<file path="config.mk">
export PLATFORM = sky130hd
export DESIGN_NAME = div_fxp_iter
export DESIGN_NICKNAME = d
export VERILOG_FILES = /design/src/rtl/div_pkg.sv /design/src/rtl/div_sat.sv /design/src/rtl/div_fxp_iter.sv
export SDC_FILE = /design/constraint.sdc
export NUM_CORES = 1
export LEC_CHECK = 0
export ABC_AREA = 1
export CORE_UTILIZATION = 35
export CTS_CLUSTER_SIZE = 8
export DETAILED_ROUTE_END_ITERATION = 7
export SLEW_MARGIN = 5
export SYNTH_ARGS = -nofsm -noshare
export SYNTH_HDL_FRONTEND = slang
export SYNTH_SLANG_ARGS = --single-unit
</file>
<file path="constraint.sdc">
create_clock -name clk -period 9.01 [get_ports clk]
set_clock_uncertainty 0.05 [all_clocks]
set_input_delay 1.3515 -clock clk [delete_from_list [all_inputs] [get_ports clk]]
set_output_delay 1.3515 -clock clk [all_outputs]
set_load 0.05 [all_outputs]
</file>
<file path="src/rtl/div_pkg.sv">
// Shared types and helpers for the iterative fixed-point divider.
// The quantisation constants match the rest of the datapath.
package div_pkg;

  localparam int unsigned QUANT_BITS = 10;
  localparam int unsigned QUANT_VAL  = 32'd1 << QUANT_BITS;

  // Widest magnitude the saturation helper handles.
  localparam int unsigned SAT_W = 128;

  typedef enum logic [1:0] {
    IDLE = 2'd0,
    BUSY = 2'd1,
    DONE = 2'd2
  } div_state_t;

  // Applies a sign to an unsigned magnitude and clamps the result to a qw-bit signed range.
  function automatic logic [SAT_W-1:0] sat_signed(
    input  logic [SAT_W-1:0] mag,
    input  logic             neg,
    input  int unsigned      qw,
    output logic             ovf
  );
    logic [SAT_W-1:0] max_pos;
    logic [SAT_W-1:0] res;
    max_pos = (SAT_W'(1) << (qw - 1)) - SAT_W'(1);
    ovf     = 1'b0;
    if (!neg) begin
      if (mag > max_pos) begin
        res = max_pos;
        ovf = 1'b1;
      end else begin
        res = mag;
      end
    end else if (mag > max_pos + SAT_W'(1)) begin
      res = ~max_pos;
      ovf = 1'b1;
    end else begin
      res = SAT_W'(0) - mag;
    end
    return res;
  endfunction

endpackage

</file>
<file path="src/rtl/div_sat.sv">
// Applies result signs to the final quotient/remainder magnitudes and saturates the quotient.
// A zero divisor forces a full-scale quotient in the direction of the dividend's sign.
module div_sat
  import div_pkg::*;
#(
  parameter int unsigned QUOTIENT_WIDTH = 32,
  parameter int unsigned MAG_WIDTH      = 32,
  parameter int unsigned REM_WIDTH      = 32
) (
  input  logic [MAG_WIDTH-1:0]      q_mag,
  input  logic                      q_neg,
  input  logic [REM_WIDTH-1:0]      r_mag,
  input  logic                      r_neg,
  input  logic                      zero_div,
  output logic [QUOTIENT_WIDTH-1:0] quotient_c,
  output logic [REM_WIDTH-1:0]      remainder_c,
  output logic                      overflow_c
);

  logic             sat_ovf;
  logic [SAT_W-1:0] mag_ext;

  always_comb begin
    sat_ovf     = 1'b0;
    mag_ext     = zero_div ? {SAT_W{1'b1}} : SAT_W'(q_mag);
    quotient_c  = QUOTIENT_WIDTH'(sat_signed(mag_ext, q_neg, QUOTIENT_WIDTH, sat_ovf));
    overflow_c  = sat_ovf | zero_div;
    remainder_c = zero_div ? '0 : (r_neg ? REM_WIDTH'(0) - r_mag : r_mag);
  end

endmodule

</file>
<file path="src/rtl/div_fxp_iter.sv">
// Iterative signed fixed-point restoring divider with valid/ready on both sides.
// One operation in flight; the dividend is pre-scaled by FRAC_BITS before dividing.
module div_fxp_iter
  import div_pkg::*;
#(
  parameter int unsigned DIVIDEND_WIDTH = 32,
  parameter int unsigned DIVISOR_WIDTH  = 32,
  parameter int unsigned QUOTIENT_WIDTH = 32,
  parameter int unsigned FRAC_BITS      = 0
) (
  input  logic                      clk,
  input  logic                      reset,
  input  logic                      in_valid,
  output logic                      in_ready,
  input  logic [DIVIDEND_WIDTH-1:0] dividend,
  input  logic [DIVISOR_WIDTH-1:0]  divisor,
  output logic                      out_valid,
  input  logic                      out_ready,
  output logic [QUOTIENT_WIDTH-1:0] quotient,
  output logic [DIVISOR_WIDTH-1:0]  remainder,
  output logic                      overflow,
  output logic                      div_by_zero
);

  localparam int unsigned STEPS = DIVIDEND_WIDTH + FRAC_BITS;
  localparam int unsigned CNT_W = $clog2(STEPS + 1);

  div_state_t state, state_next;

  logic [CNT_W-1:0]          cnt;
  logic [STEPS-1:0]          work;
  logic [DIVISOR_WIDTH-1:0]  part_rem;
  logic [DIVISOR_WIDTH-1:0]  dvs;
  logic                      q_neg;
  logic                      r_neg;
  logic                      zero_div;

  logic                      accept_c;
  logic                      last_c;
  logic                      divisor_zero_c;
  logic [DIVIDEND_WIDTH-1:0] dividend_abs_c;
  logic [DIVISOR_WIDTH-1:0]  divisor_abs_c;
  logic [DIVISOR_WIDTH:0]    rem_shift_c;
  logic [DIVISOR_WIDTH:0]    rem_diff_c;
  logic [QUOTIENT_WIDTH-1:0] quotient_c;
  logic [DIVISOR_WIDTH-1:0]  remainder_c;
  logic                      overflow_c;

  assign accept_c       = in_valid && in_ready;
  assign last_c         = (cnt == CNT_W'(STEPS));
  assign divisor_zero_c = (divisor == '0);
  assign dividend_abs_c = dividend[DIVIDEND_WIDTH-1] ? DIVIDEND_WIDTH'(0) - dividend : dividend;
  assign divisor_abs_c  = divisor[DIVISOR_WIDTH-1] ? DIVISOR_WIDTH'(0) - divisor : divisor;

  // Restoring step: bring in the next dividend bit, subtract if the divisor fits.
  assign rem_shift_c = {part_rem, work[STEPS-1]};
  assign rem_diff_c  = rem_shift_c - {1'b0, dvs};

  always_ff @(posedge clk or posedge reset) begin
    if (reset) state <= IDLE;
    else       state <= state_next;
  end

  always_comb begin
    state_next = state;
    case (state)
      IDLE:    if (accept_c) state_next = BUSY;
      BUSY:    if (last_c) state_next = DONE;
      DONE:    if (out_valid && out_ready) state_next = IDLE;
      default: state_next = IDLE;
    endcase
  end

  // A zero divisor preloads the counter so the result lands one cycle after accept.
  always_ff @(posedge clk or posedge reset) begin
    if (reset) begin
      cnt         <= '0;
      work        <= '0;
      part_rem    <= '0;
      dvs         <= '0;
      q_neg       <= 1'b0;
      r_neg       <= 1'b0;
      zero_div    <= 1'b0;
      in_ready    <= 1'b1;
      out_valid   <= 1'b0;
      quotient    <= '0;
      remainder   <= '0;
      overflow    <= 1'b0;
      div_by_zero <= 1'b0;
    end else begin
      in_ready  <= (state_next == IDLE);
      out_valid <= (state_next == DONE);
      if (accept_c) begin
        work     <= STEPS'(dividend_abs_c) << FRAC_BITS;
        part_rem <= '0;
        dvs      <= divisor_abs_c;
        zero_div <= divisor_zero_c;
        r_neg    <= dividend[DIVIDEND_WIDTH-1];
        q_neg    <= divisor_zero_c ? dividend[DIVIDEND_WIDTH-1]
                                   : dividend[DIVIDEND_WIDTH-1] ^ divisor[DIVISOR_WIDTH-1];
        cnt      <= divisor_zero_c ? CNT_W'(STEPS) : '0;
      end else if (state == BUSY) begin
        if (!last_c) begin
          cnt <= cnt + CNT_W'(1);
          if (!rem_diff_c[DIVISOR_WIDTH]) begin
            part_rem <= rem_diff_c[DIVISOR_WIDTH-1:0];
            work     <= {work[STEPS-2:0], 1'b1};
          end else begin
            part_rem <= rem_shift_c[DIVISOR_WIDTH-1:0];
            work     <= {work[STEPS-2:0], 1'b0};
          end
        end else begin
          quotient    <= quotient_c;
          remainder   <= remainder_c;
          overflow    <= overflow_c;
          div_by_zero <= zero_div;
        end
      end
    end
  end

  div_sat #(
    .QUOTIENT_WIDTH(QUOTIENT_WIDTH),
    .MAG_WIDTH     (STEPS),
    .REM_WIDTH     (DIVISOR_WIDTH)
  ) u_sat (
    .q_mag      (work),
    .q_neg      (q_neg),
    .r_mag      (part_rem),
    .r_neg      (r_neg),
    .zero_div   (zero_div),
    .quotient_c (quotient_c),
    .remainder_c(remainder_c),
    .overflow_c (overflow_c)
  );

endmodule

</file>
==> Flow_metrics.wiki, run 1 <==
{| class="wikitable"
! Metric !! Value
|-
| Clock tree from TritonCTS || built
|-
| Share of power burned in registers || 0.248
|-
| Arithmetic-cell share of the synthesized area counting full adders, half adders and majority gates || 0.0371
|-
| Starting Density || 0.354
|-
| CTS Root Cell || sky130_fd_sc_hd__clkbuf_16
|-
| X dimension of the die || 200 µm
|-
| P_sw || 2.77 mW
|-
| Detailed-route DRC error count || 0
|-
| Wire length of the first global-routing pass || 68800 µm
|-
| Predominant post-synthesis flop cell || sky130_fd_sc_hd__dfrtp_1
|-
| Final wirelength || 43500 µm
|-
| Sinks on the clock net || about 180
|-
| Setup repair after global routing missed its margin || false
|-
| Maximum fanout along the worst path || 46
|-
| Largest net degree at the start of global routing || 73
|-
| Die height || 200 µm
|-
| Post-synthesis cell area || 0.0137 mm²
|-
| Static Leakage || 8.17 nW
|-
| Half-perimeter wire length after placement || about 34000 µm
|-
| Total of endpoints with negative setup slack in the final report || 0
|-
| Nature of the critical path endpoint || flip-flop
|-
| Worst setup path class || in -> reg
|-
| Asr flop ratio synth || 1.00
|-
| Antenna diodes || 0
|-
| Share of total power in the clock network || 0.145
|-
| WP data required || 9290 ps
|-
| Synth Area in Compound Gates || 0.119
|-
| Placeable core area || 0.0386 mm²
|-
| Clock input transition at the sequential cells of the worst setup and hold paths || about 70 ps
|-
| Relative slew margins || 0.268
|-
| Vias per inst || 4.99
|-
| H-tree lvl count || 4
|-
| Post-CTS Resized || 0
|-
| Data arrival time at the worst-slack endpoint || 4530 ps
|-
| Fraction of power spent switching nets || 0.521
|-
| Detailed-routing iteration count for the pre-antenna-repair pass || 6
|-
| Most frequent standard cell in the layout excluding fill and tap cells || sky130_fd_sc_hd__nand2_1
|-
| Max Fclk || 235 MHz
|-
| Mean instance size in the synthesized netlist || 6.48 µm²
|-
| Number of flops mapped to enable cells by yosys || 0
|-
| Number of standard cells after synthesis || about 2100
|-
| Number of nets in the final layout || 2321
|-
| Worst Setup Start Kind || input pin
|-
| Via count || 13700
|-
| Total power density per cell area || 331 mW/mm²
|-
| Fill count || 4066
|-
| Wirelength per Cell || between 15 and 20 µm
|-
| Layout area overhead || 17.3%
|-
| Internal Pwr Total || 2.55 mW
|-
| Number of top-level design ports || 136
|-
| Placed instance area || 0.0155 mm²
|-
| Pins Over Slew Limit || 0
|-
| Std-Cell Rows || 72
|-
| Via count of the first global-routing pass || 12300
|-
| Commonest non-fill, non-tap cells in the layout || sky130_fd_sc_hd__nand2_1 (630), sky130_fd_sc_hd__inv_1 (315), sky130_fd_sc_hd__nand3_1 (217)
|-
| XOR/XNOR Fraction of Synth Area || 0.0441
|-
| Post-layout minimum cycle time || 4250 ps
|-
| Worst-Margin Slew || 1100 ps
|-
| Simple-Gate Fraction of Synth Area || 0.369
|-
| Buffers inserted by post-CTS timing repair || 0
|-
| Number of buffers created by CTS || 17
|-
| Post-synthesis mux area share || 0
|-
| Largest family of logic cells by synthesized area || simple AND/OR/NAND/NOR gates
|-
| Setup_tns || 0 ps
|-
| Unique cell type count in the Yosys netlist || 50
|-
| CTS hold repair buffers || 0
|-
| Fraction of layout instances using a drive strength above 1 || 0.0404
|-
| Count of synthesis-stage warnings from yosys || 0
|-
| # port buffers || 135
|-
| Worst ir drop on vdd || ~0.00016 V
|-
| Weighted congestion at the end of routability-driven global placement || 0.903
|-
| Final period utilization || 0.472
|-
| Drt initial violations || 1119
|-
| Tightest Hold Check Type || reg -> reg
|-
| Final cell area excluding filler cells || 0.0161 mm²
|-
| Register bit total from synthesis || ~180
|-
| Total global-route track usage || 0.222
|-
| Proportion of synthesized chip area in sequential cells || 0.320
|-
| Outcome || finished clean
|-
| Die area || 0.0399 mm²
|-
| Clock latency at the later pin of the worst-skew pair || approximately 450 ps
|-
| Net count after synthesis || 2222
|-
| Initial antenna violation count || 0
|-
| Number of buffers on the longest clock path || 2
|-
| Maximum Capacitance Violations || 0
|-
| Portion of total power attributed to combinational logic || 0.606
|-
| Final global-route overflow total || 0
|-
| Remaining antenna violation count after routing || 0
|-
| Count of endpoints failing hold in the final timing report || 0
|}
-- cell families after synthesis --
logic type      count (synthesis)
compound gates                271
xor+xnor                       69
simple gates                 1172
flops                         175
fa+ha+maj                      40
buf+inv                       387
-- final timing paths --
path	slack [ps]	depth (start not counted)	start	to
worst max-delay path	4760	11	in_valid	quotient[22]
max in group asynchronous	6350	3	reset	dvs[28]
worst min register to register	430	2	remainder[29]	remainder[29]
worst min-delay path	430	2	remainder[29]	remainder[29]
min in group asynchronous	1350	2	reset	quotient[1]
worst max register to register	5250	13	part_rem[17]	part_rem[31]
-- metrics by stage --
stage               std cells  power (mW)  worst slack (ps)  hold WS, ps   util
floorplan                2114        3.59              2860          402      -
global placement         2712        4.50              4330          419  0.400
detailed placement       2712        4.53              4280          415  0.400
CTS                      2743        5.32              4760          434  0.416
global route             2743        5.74              4480          452  0.416
finish                   2743        5.32              4760          432  0.416
-- power by group through the flow --
stage	registers [mW]	clock network (mW)	logic [mW]
6_report	1.32	0.773	3.22
5_1_grt	1.35	0.817	3.57
4_1_cts	1.32	0.787	3.21
3_5_place_dp	1.33	0	3.20
3_3_place_gp	1.33	0	3.17
2_1_floorplan	1.68	0	1.92
-- worst max-delay path: stages --
cell and delay [ps]:
sky130_fd_sc_hd__clkdlybuf4s50_1 400, sky130_fd_sc_hd__nand2_1 60, sky130_fd_sc_hd__buf_4 370, sky130_fd_sc_hd__inv_2 100, sky130_fd_sc_hd__nor3_4 210, sky130_fd_sc_hd__buf_4 400, sky130_fd_sc_hd__inv_1 600, sky130_fd_sc_hd__nor2_1 410
sky130_fd_sc_hd__inv_2 280, sky130_fd_sc_hd__a21oi_1 190, sky130_fd_sc_hd__a21boi_0 100
-- metal layers --
metal,part of all wire,wire length (µm),up-vias,GRT usage
li1,-,-,6973,-
met1,0.53,22900,6266,0.360
met2,0.40,17400,427,0.305
met3,0.062,2710,25,0.0255
met4,0.011,489,0,0.0483
met5,0,0,-,0
-- flip-flops by register name, summed over array words and instances (netlist names) --
| signal | flops |
|---|---|
| cnt | 6 |
| div_by_zero | 1 |
| dvs | 32 |
| in_ready | 1 |
| out_valid | 1 |
| overflow | 1 |
| part_rem | 32 |
| q_neg | 1 |
| quotient | 32 |
| r_neg | 1 |
| remainder | 32 |
| state | 2 |
| work | 32 |
| zero_div | 1 |
-- final cells by class --
cell class / count / area, µm² / share of cell area
Multi-Input combinational cell: 1552 / 7800 / 0.486
Sequential cell: 175 / 4380 / 0.273
Timing Repair Buffer: 146 / 1430 / 0.0893
Inverter: 321 / 1210 / 0.0755
Tap cell: 518 / 648 / 0.0403
Clock buffer: 20 / 457 / 0.0284
Clock inverter: 11 / 131 / 0.00818
-- cells in the mapped netlist, types with 3 or more instances --
library cell / count / area share
sky130_fd_sc_hd__a21boi_0: 5 / 0.0027
sky130_fd_sc_hd__dfrtp_1: 174 / 0.32
sky130_fd_sc_hd__o21ai_0: 109 / 0.040
sky130_fd_sc_hd__inv_1: 317 / 0.087
sky130_fd_sc_hd__clkbuf_1: 44 / 0.012
sky130_fd_sc_hd__nor2_4: 6 / 0.0049
sky130_fd_sc_hd__buf_4: 3 / 0.0016
sky130_fd_sc_hd__nand2_2: 5 / 0.0023
sky130_fd_sc_hd__xor2_1: 48 / 0.031
sky130_fd_sc_hd__o221ai_1: 20 / 0.013
sky130_fd_sc_hd__buf_6: 3 / 0.0025
sky130_fd_sc_hd__and2_1: 4 / 0.0018
sky130_fd_sc_hd__xnor2_1: 21 / 0.013
sky130_fd_sc_hd__nand3b_1: 9 / 0.0049
sky130_fd_sc_hd__nand4_1: 36 / 0.016
sky130_fd_sc_hd__a21oi_1: 72 / 0.026
sky130_fd_sc_hd__o22ai_1: 12 / 0.0055
sky130_fd_sc_hd__a2bb2oi_1: 23 / 0.015
sky130_fd_sc_hd__o31ai_1: 4 / 0.0022
sky130_fd_sc_hd__nand3_1: 217 / 0.079
sky130_fd_sc_hd__buf_1: 5 / 0.0014
sky130_fd_sc_hd__buf_2: 10 / 0.0037
sky130_fd_sc_hd__ha_1: 39 / 0.036
sky130_fd_sc_hd__nor3_1: 31 / 0.011
sky130_fd_sc_hd__nor2_2: 7 / 0.0032
sky130_fd_sc_hd__nor3_2: 3 / 0.0022
sky130_fd_sc_hd__or2_2: 15 / 0.0069
sky130_fd_sc_hd__nand2_1: 630 / 0.17
sky130_fd_sc_hd__o21bai_1: 11 / 0.0060
sky130_fd_sc_hd__nor2_1: 202 / 0.055
(Power assumes the default switching activity.)
==> run 2, diff against run 1 <==
==> constraint.sdc (replaced) <==
create_clock -name clk -period 4.1 [get_ports clk]
set_clock_uncertainty 0.05 [all_clocks]
set_input_delay 0.615 -clock clk [delete_from_list [all_inputs] [get_ports clk]]
set_output_delay 0.615 -clock clk [all_outputs]
set_load 0.05 [all_outputs]
==> run 2 against run 1 <==
Compared with the run above: clock power rose by 130%; cell area rose by 0.70%; die area did not move; non-clock buffer count rose by 7; power rose by 120%; register-to-register slack got worse by 4300 ps; combinational power rose by 120%; count of clock-buffer cells in the layout fell by 1; via count fell by 0.18%; wire length fell by 1.5%; first-iteration DRC count fell by 19%; sequential power rose by 120%.
==> Flow_metrics.wiki, run 2 (same netlist as run 1, synthesis figures left out) <==
{| class="wikitable"
! Metric !! Value
|-
| Tightest Hold Check Type || reg -> reg
|-
| Post-layout minimum cycle time || 3110 ps
|-
| Total power density per cell area || 728 mW/mm²
|-
| Count of endpoints failing hold in the final timing report || 0
|-
| Start of the worst register-to-register path || zero_div
|-
| Half-perimeter wire length after placement || around 34000 µm
|-
| Clock input transition at the sequential cells of the worst setup and hold paths || ~70 ps
|-
| Maximum fanout along the worst path || 27
|-
| Buffers plus inverters on the worst setup path || 1
|-
| Placeable core area || approximately 0.039 mm²
|-
| Layout area overhead || 18.1%
|-
| Outcome || finished clean
|-
| Total met2 wirelength after detailed routing || 17400 µm
|-
| Wire length on met1 || 22800 µm
|-
| Via count || 13700
|-
| CTS Root Cell || sky130_fd_sc_hd__clkbuf_16
|-
| Drt initial violations || 903
|-
| Starting Density || 0.354
|-
| Wire length of the first global-routing pass || between 60000 and 70000 µm
|-
| Clock latency at the later pin of the worst-skew pair || 450 ps
|-
| Buffers inserted by post-CTS timing repair || 0
|-
| Setup repair after global routing missed its margin || false
|-
| Worst setup path class || reg -> reg
|-
| Final wirelength || ~43000 µm
|-
| Setup_tns || 0 ps
|-
| Antenna diodes || 0
|-
| Highest routing layer actually used || met4
|-
| Commonest non-fill, non-tap cells in the layout || sky130_fd_sc_hd__nand2_1 (630), sky130_fd_sc_hd__inv_1 (315), sky130_fd_sc_hd__nand3_1 (217)
|-
| Cell family with most CP delay || simple AND/OR/NAND/NOR gates
|-
| Fraction of layout instances using a drive strength above 1 || 0.0443
|-
| Fill count || 4097
|-
| Largest net degree at the start of global routing || 79
|-
| Detailed-route DRC error count || 0
|-
| Longest individual stage delay on the worst path || 650 ps
|-
| Number of buffers created by CTS || 17
|-
| Final period utilization || 0.759
|-
| Most frequent standard cell in the layout excluding fill and tap cells || sky130_fd_sc_hd__nand2_1
|-
| Series of cell instances along the critical path || buf_4 > nor2_1 > ha_1 > nand2_1 > nor2_2 > nand2_1 > nor3_4 > nand2_2 > a21oi_4 > nand2_1 > a21boi_0
|-
| Relative slew margins || 0.363
|-
| Die area || 0.0399 mm²
|-
| H-tree lvl count || 4
|-
| Maximum Capacitance Violations || 0
|-
| Routed wire length on met3 || 2110 µm
|-
| Remaining antenna violation count after routing || 0
|-
| Total of endpoints with negative setup slack in the final report || 0
|-
| Vias per inst || ~5.0
|-
| CTS hold repair buffers || 0
|-
| Critical path origin || zero_div
|-
| # port buffers || about 140
|-
| Data arrival time at the worst-slack endpoint || 3410 ps
|-
| Number of top-level design ports || 136
|-
| Detailed-routing iteration count for the pre-antenna-repair pass || 5
|-
| WP data required || 4400 ps
|-
| Std-Cell Rows || 72
|-
| Pins Over Slew Limit || 0
|-
| Worst Setup Start Kind || flip-flop
|-
| Wirelength per Cell || 15.6 µm
|-
| Number of nets in the final layout || between 2000 and 2500
|-
| Sinks on the clock net || between 150 and 200
|-
| Weighted congestion at the end of routability-driven global placement || between 0.8 and 0.9
|-
| Via count of the first global-routing pass || between 10000 and 15000
|-
| Worst-Margin Slew || 954 ps
|-
| Nature of the critical path endpoint || flip-flop
|-
| Critical-path top delay cell || sky130_fd_sc_hd__a21oi_4
|-
| Startpoint of the lowest-slack hold path || remainder[28]
|-
| Worst ir drop on vdd || 0.000331 V
|-
| Total global-route track usage || 0.219
|-
| Die height || 200 µm
|-
| Static Leakage || 8.22 nW
|-
| Number of cells in the finished layout apart from fillers || around 2800
|-
| Clock tree from TritonCTS || built
|-
| Max Fclk || 321 MHz
|-
| Number of buffers on the longest clock path || 2
|-
| Most frequent cell on the critical path || sky130_fd_sc_hd__nand2_1
|-
| Placed cell count || 2719
|-
| X dimension of the die || approximately 200 µm
|-
| Post-CTS Resized || 0
|-
| Initial antenna violation count || 0
|-
| Final global-route overflow total || 0
|}
-- run 2: final timing paths --
kind | end | slack (ps) | cells after the start
max | quotient[22] | 990 | 11
min | remainder[28] | 430 | 2
max reg2reg | quotient[22] | 990 | 11
min reg2reg | remainder[28] | 430 | 2
max in group asynchronous | in_ready | 2560 | 3
min in group asynchronous | quotient[1] | 600 | 2
-- run 2: layout make-up --
cell class,count,area [µm²],share of cell area
multi-input combinational,1552,7800,0.482
sequential,175,4380,0.271
tap,518,648,0.0401
inverter,321,1210,0.0749
timing repair buffer,153,1510,0.0934
clock buffer,19,453,0.0280
clock inverter,13,171,0.0106
-- run 2: worst reg2reg max path: stages (launching register included) --
cell                       delay (ps)
sky130_fd_sc_hd__dfrtp_1          430
sky130_fd_sc_hd__buf_4            290
sky130_fd_sc_hd__nor2_1           250
sky130_fd_sc_hd__ha_1             260
sky130_fd_sc_hd__nand2_1           80
sky130_fd_sc_hd__nor2_2           170
sky130_fd_sc_hd__nand2_1          190
sky130_fd_sc_hd__nor3_4           220
sky130_fd_sc_hd__nand2_2          120
sky130_fd_sc_hd__a21oi_4          650
sky130_fd_sc_hd__nand2_1          100
sky130_fd_sc_hd__a21boi_0         210
-- run 2: stage by stage --
step                hold WS, ps  instance area (µm²)  worst slack, ps  total power [mW]   util
floorplan                   402                13700             1200              7.90      -
global placement            416                15600              913              9.92  0.402
detailed placement          417                15600              882              9.99  0.402
CTS                         436                16200              973              11.8  0.419
global route                454                16200              658              12.7  0.419
finish                      428                16200              986              11.8  0.419
-- run 2: where the power goes --
| part | switching [mW] | total [mW] | internal, mW |
|---|---|---|---|
| registers | 0.527 | 2.90 | 2.38 |
| logic | 4.81 | 7.11 | 2.31 |
| clock network | 0.805 | 1.76 | 0.959 |
-- run 2: routing by layer --
metal / up-vias / GRT usage
met3: 30 / 0.0267
met5: - / 0
met4: 0 / 0.0424
met2: 341 / 0.307
met1: 6295 / 0.350
li1: 7001 / -
==> run 3, diff against run 2 <==
==> constraint.sdc (replaced) <==
create_clock -name clk -period 2.95 [get_ports clk]
set_clock_uncertainty 0.05 [all_clocks]
set_input_delay 0.4425 -clock clk [delete_from_list [all_inputs] [get_ports clk]]
set_output_delay 0.4425 -clock clk [all_outputs]
set_load 0.05 [all_outputs]
==> run 3 against run 2 <==
Compared with the run above: via count is 2.4% higher; non-clock buffer count is 32 higher; critical endpoint is now part_rem[25]; sequential share of layout area is 0.40 points lower; highest routed layer unchanged; die area stayed put; core utilization is 0.63 points higher; first-iteration DRC count is 14% higher.
==> Flow_metrics.wiki, run 3 (same netlist as run 1, synthesis figures left out) <==
{| class="wikitable"
! Metric !! Value
|-
| Number of buffers created by CTS || 17
|-
| Total of endpoints with negative setup slack in the final report || 0
|-
| Nature of the critical path endpoint || flip-flop
|-
| Sequential cell area in the final layout || 0.00438 mm²
|-
| Largest net degree at the start of global routing || 45
|-
| Data arrival time at the worst-slack endpoint || 2930 ps
|-
| Final wirelength || 43900 µm
|-
| # port buffers || 135
|-
| Max Fclk || 378 MHz
|-
| Antenna diodes || 0
|-
| Clock input transition at the sequential cells of the worst setup and hold paths || 70 ps
|-
| Half-perimeter wire length after placement || 35000 µm
|-
| Setup_tns || 0 ps
|-
| Post-layout minimum cycle time || 2640 ps
|-
| Commonest non-fill, non-tap cells in the layout || sky130_fd_sc_hd__nand2_1 (630), sky130_fd_sc_hd__inv_1 (315), sky130_fd_sc_hd__nand3_1 (217)
|-
| Relative slew margins || 0.408
|-
| Portion of total power attributed to combinational logic || 0.618
|-
| WP data required || between 3000 and 4000 ps
|-
| Worst-Margin Slew || 887 ps
|-
| Longest individual stage delay on the worst path || 470 ps
|-
| Outcome || finished clean
|-
| Initial antenna violation count || 0
|-
| Clock latency at the later pin of the worst-skew pair || around 450 ps
|-
| Share of power burned in registers || 0.241
|-
| Placeable core area || 0.0386 mm²
|-
| Remaining antenna violation count after routing || 0
|-
| Sinks on the clock net || 175
|-
| Static Leakage || around 8.4 nW
|-
| Internal reg-to-reg setup slack || 310 ps
|-
| Maximum Capacitance Violations || 0
|-
| Tightest Hold Check Type || in -> async
|-
| Drt initial violations || 1033
|-
| Via count || 14000
|-
| Detailed-routing iteration count for the pre-antenna-repair pass || 5
|-
| H-tree lvl count || 4
|-
| Via count of the first global-routing pass || between 10000 and 15000
|-
| CTS Root Cell || sky130_fd_sc_hd__clkbuf_16
|-
| Fill count || 4066
|-
| P_sw || 8.58 mW
|-
| Number of nets in the final layout || 2360
|-
| Buffers inserted by post-CTS timing repair || 0
|-
| Worst setup path class || reg -> reg
|-
| Layout area overhead || 19.9%
|-
| Fraction of layout instances using a drive strength above 1 || 0.0570
|-
| Post-CTS Resized || 0
|-
| Total global-route track usage || 0.222
|-
| Worst Setup Start Kind || flip-flop
|-
| Starting Density || 0.354
|-
| Final period utilization || 0.896
|-
| Series of cell instances along the critical path || ha_1 > nand2_1 > inv_1 > a21oi_1 > nand2_1 > nand2_1 > nand2_1 > nand2_1 > nand2_1 > nand2_1 > buf_4 > nand3_1 > nand3_1 > nand2_1
|-
| Worst ir drop on vdd || ~0.00044 V
|-
| Die height || 200 µm
|-
| Final global-route overflow total || 0
|-
| Internal Pwr Total || slightly below 8 mW
|-
| Number of cells in the finished layout apart from fillers || between 2000 and 3000
|-
| Maximum fanout along the worst path || 23
|-
| Number of top-level design ports || between 100 and 150
|-
| Total power density per cell area || ~1000 mW/mm²
|-
| Share of total power in the clock network || 0.141
|-
| Weighted congestion at the end of routability-driven global placement || 0.943
|-
| Area of combinational cells with multiple inputs || 0.00780 mm²
|-
| Wire length of the first global-routing pass || approximately 70000 µm
|-
| Most frequent cell on the critical path || sky130_fd_sc_hd__nand2_1
|-
| Pins Over Slew Limit || 0
|-
| Minimum setup slack after placement || 181 ps
|-
| Most frequent standard cell in the layout excluding fill and tap cells || sky130_fd_sc_hd__nand2_1
|-
| X dimension of the die || 200 µm
|-
| Detailed-route DRC error count || 0
|-
| Wirelength per Cell || 15.8 µm
|-
| Std-Cell Rows || 72
|-
| Number of buffers on the longest clock path || 2
|-
| Critical-path top delay cell || sky130_fd_sc_hd__dfrtp_1
|-
| CTS hold repair buffers || 0
|-
| Vias per inst || 5.03
|-
| Count of endpoints failing hold in the final timing report || 0
|-
| Fraction of power spent switching nets || 0.522
|-
| Setup repair after global routing missed its margin || false
|-
| Placed cell count || between 2000 and 3000
|-
| PnR worst setup slack || 308 ps
|-
| Clock tree from TritonCTS || built
|-
| Die area || between 0.03 and 0.04 mm²
|}
[run 3: worst paths after layout]
| path | to | cells past startpoint | startpoint |
|---|---|---|---|
| max in group asynchronous | in_ready | 3 | reset |
| worst min-delay path | quotient[19] | 2 | reset |
| min in group clk | remainder[28] | 2 | remainder[28] |
| worst min register to register | remainder[28] | 2 | remainder[28] |
| worst max-delay path | part_rem[25] | 14 | part_rem[5] |
| worst max register to register | part_rem[25] | 14 | part_rem[5] |
[run 3: cell type report]
| class | instances | area share |
|---|---|---|
| timing repair buffer | 185 | 0.110 |
| clock inverter | 13 | 0.00884 |
| inverter | 321 | 0.0738 |
| tap | 518 | 0.0395 |
| clock buffer | 19 | 0.0264 |
| multi-input combinational | 1552 | 0.475 |
| sequential | 175 | 0.267 |
[run 3: per-layer routing]
| layer | GRT usage | share of wire |
|---|---|---|
| met5 | 0 | 0 |
| met4 | 0.0481 | 0.015 |
| met3 | 0.0270 | 0.060 |
| met2 | 0.310 | 0.40 |
| met1 | 0.357 | 0.52 |
[run 3: power by group through the flow]
stage / Combinational [mW] / Clock [mW] / Sequential, mW
global placement: 9.97 / 0 / 3.98
global route: 11.2 / 2.46 / 4.07
CTS: 10.1 / 2.36 / 3.96
floorplan: 5.86 / 0 / 5.12
finish: 10.2 / 2.32 / 3.96
detailed placement: 10.1 / 0 / 3.99
[run 3: through the flow]
stage	hold slack (ps)	area, µm²	utilization	power (mW)
after floorplan	402	13700	-	11.0
after global placement	415	15800	0.410	14.0
after detailed placement	418	15800	0.410	14.1
after CTS	417	16400	0.425	16.4
after global routing	451	16400	0.425	17.7
final	410	16400	0.425	16.4
[run 3: critical path, delay by kind of cell (launching register included)]
family                   cells  cell delay, ps
AO/OA/AOI/OAI                1             220
adder cells (fa/ha/maj)      1             400
buffers and inverters        2             330
flip-flops                   1             470
AND/OR/NAND/NOR             10            1060
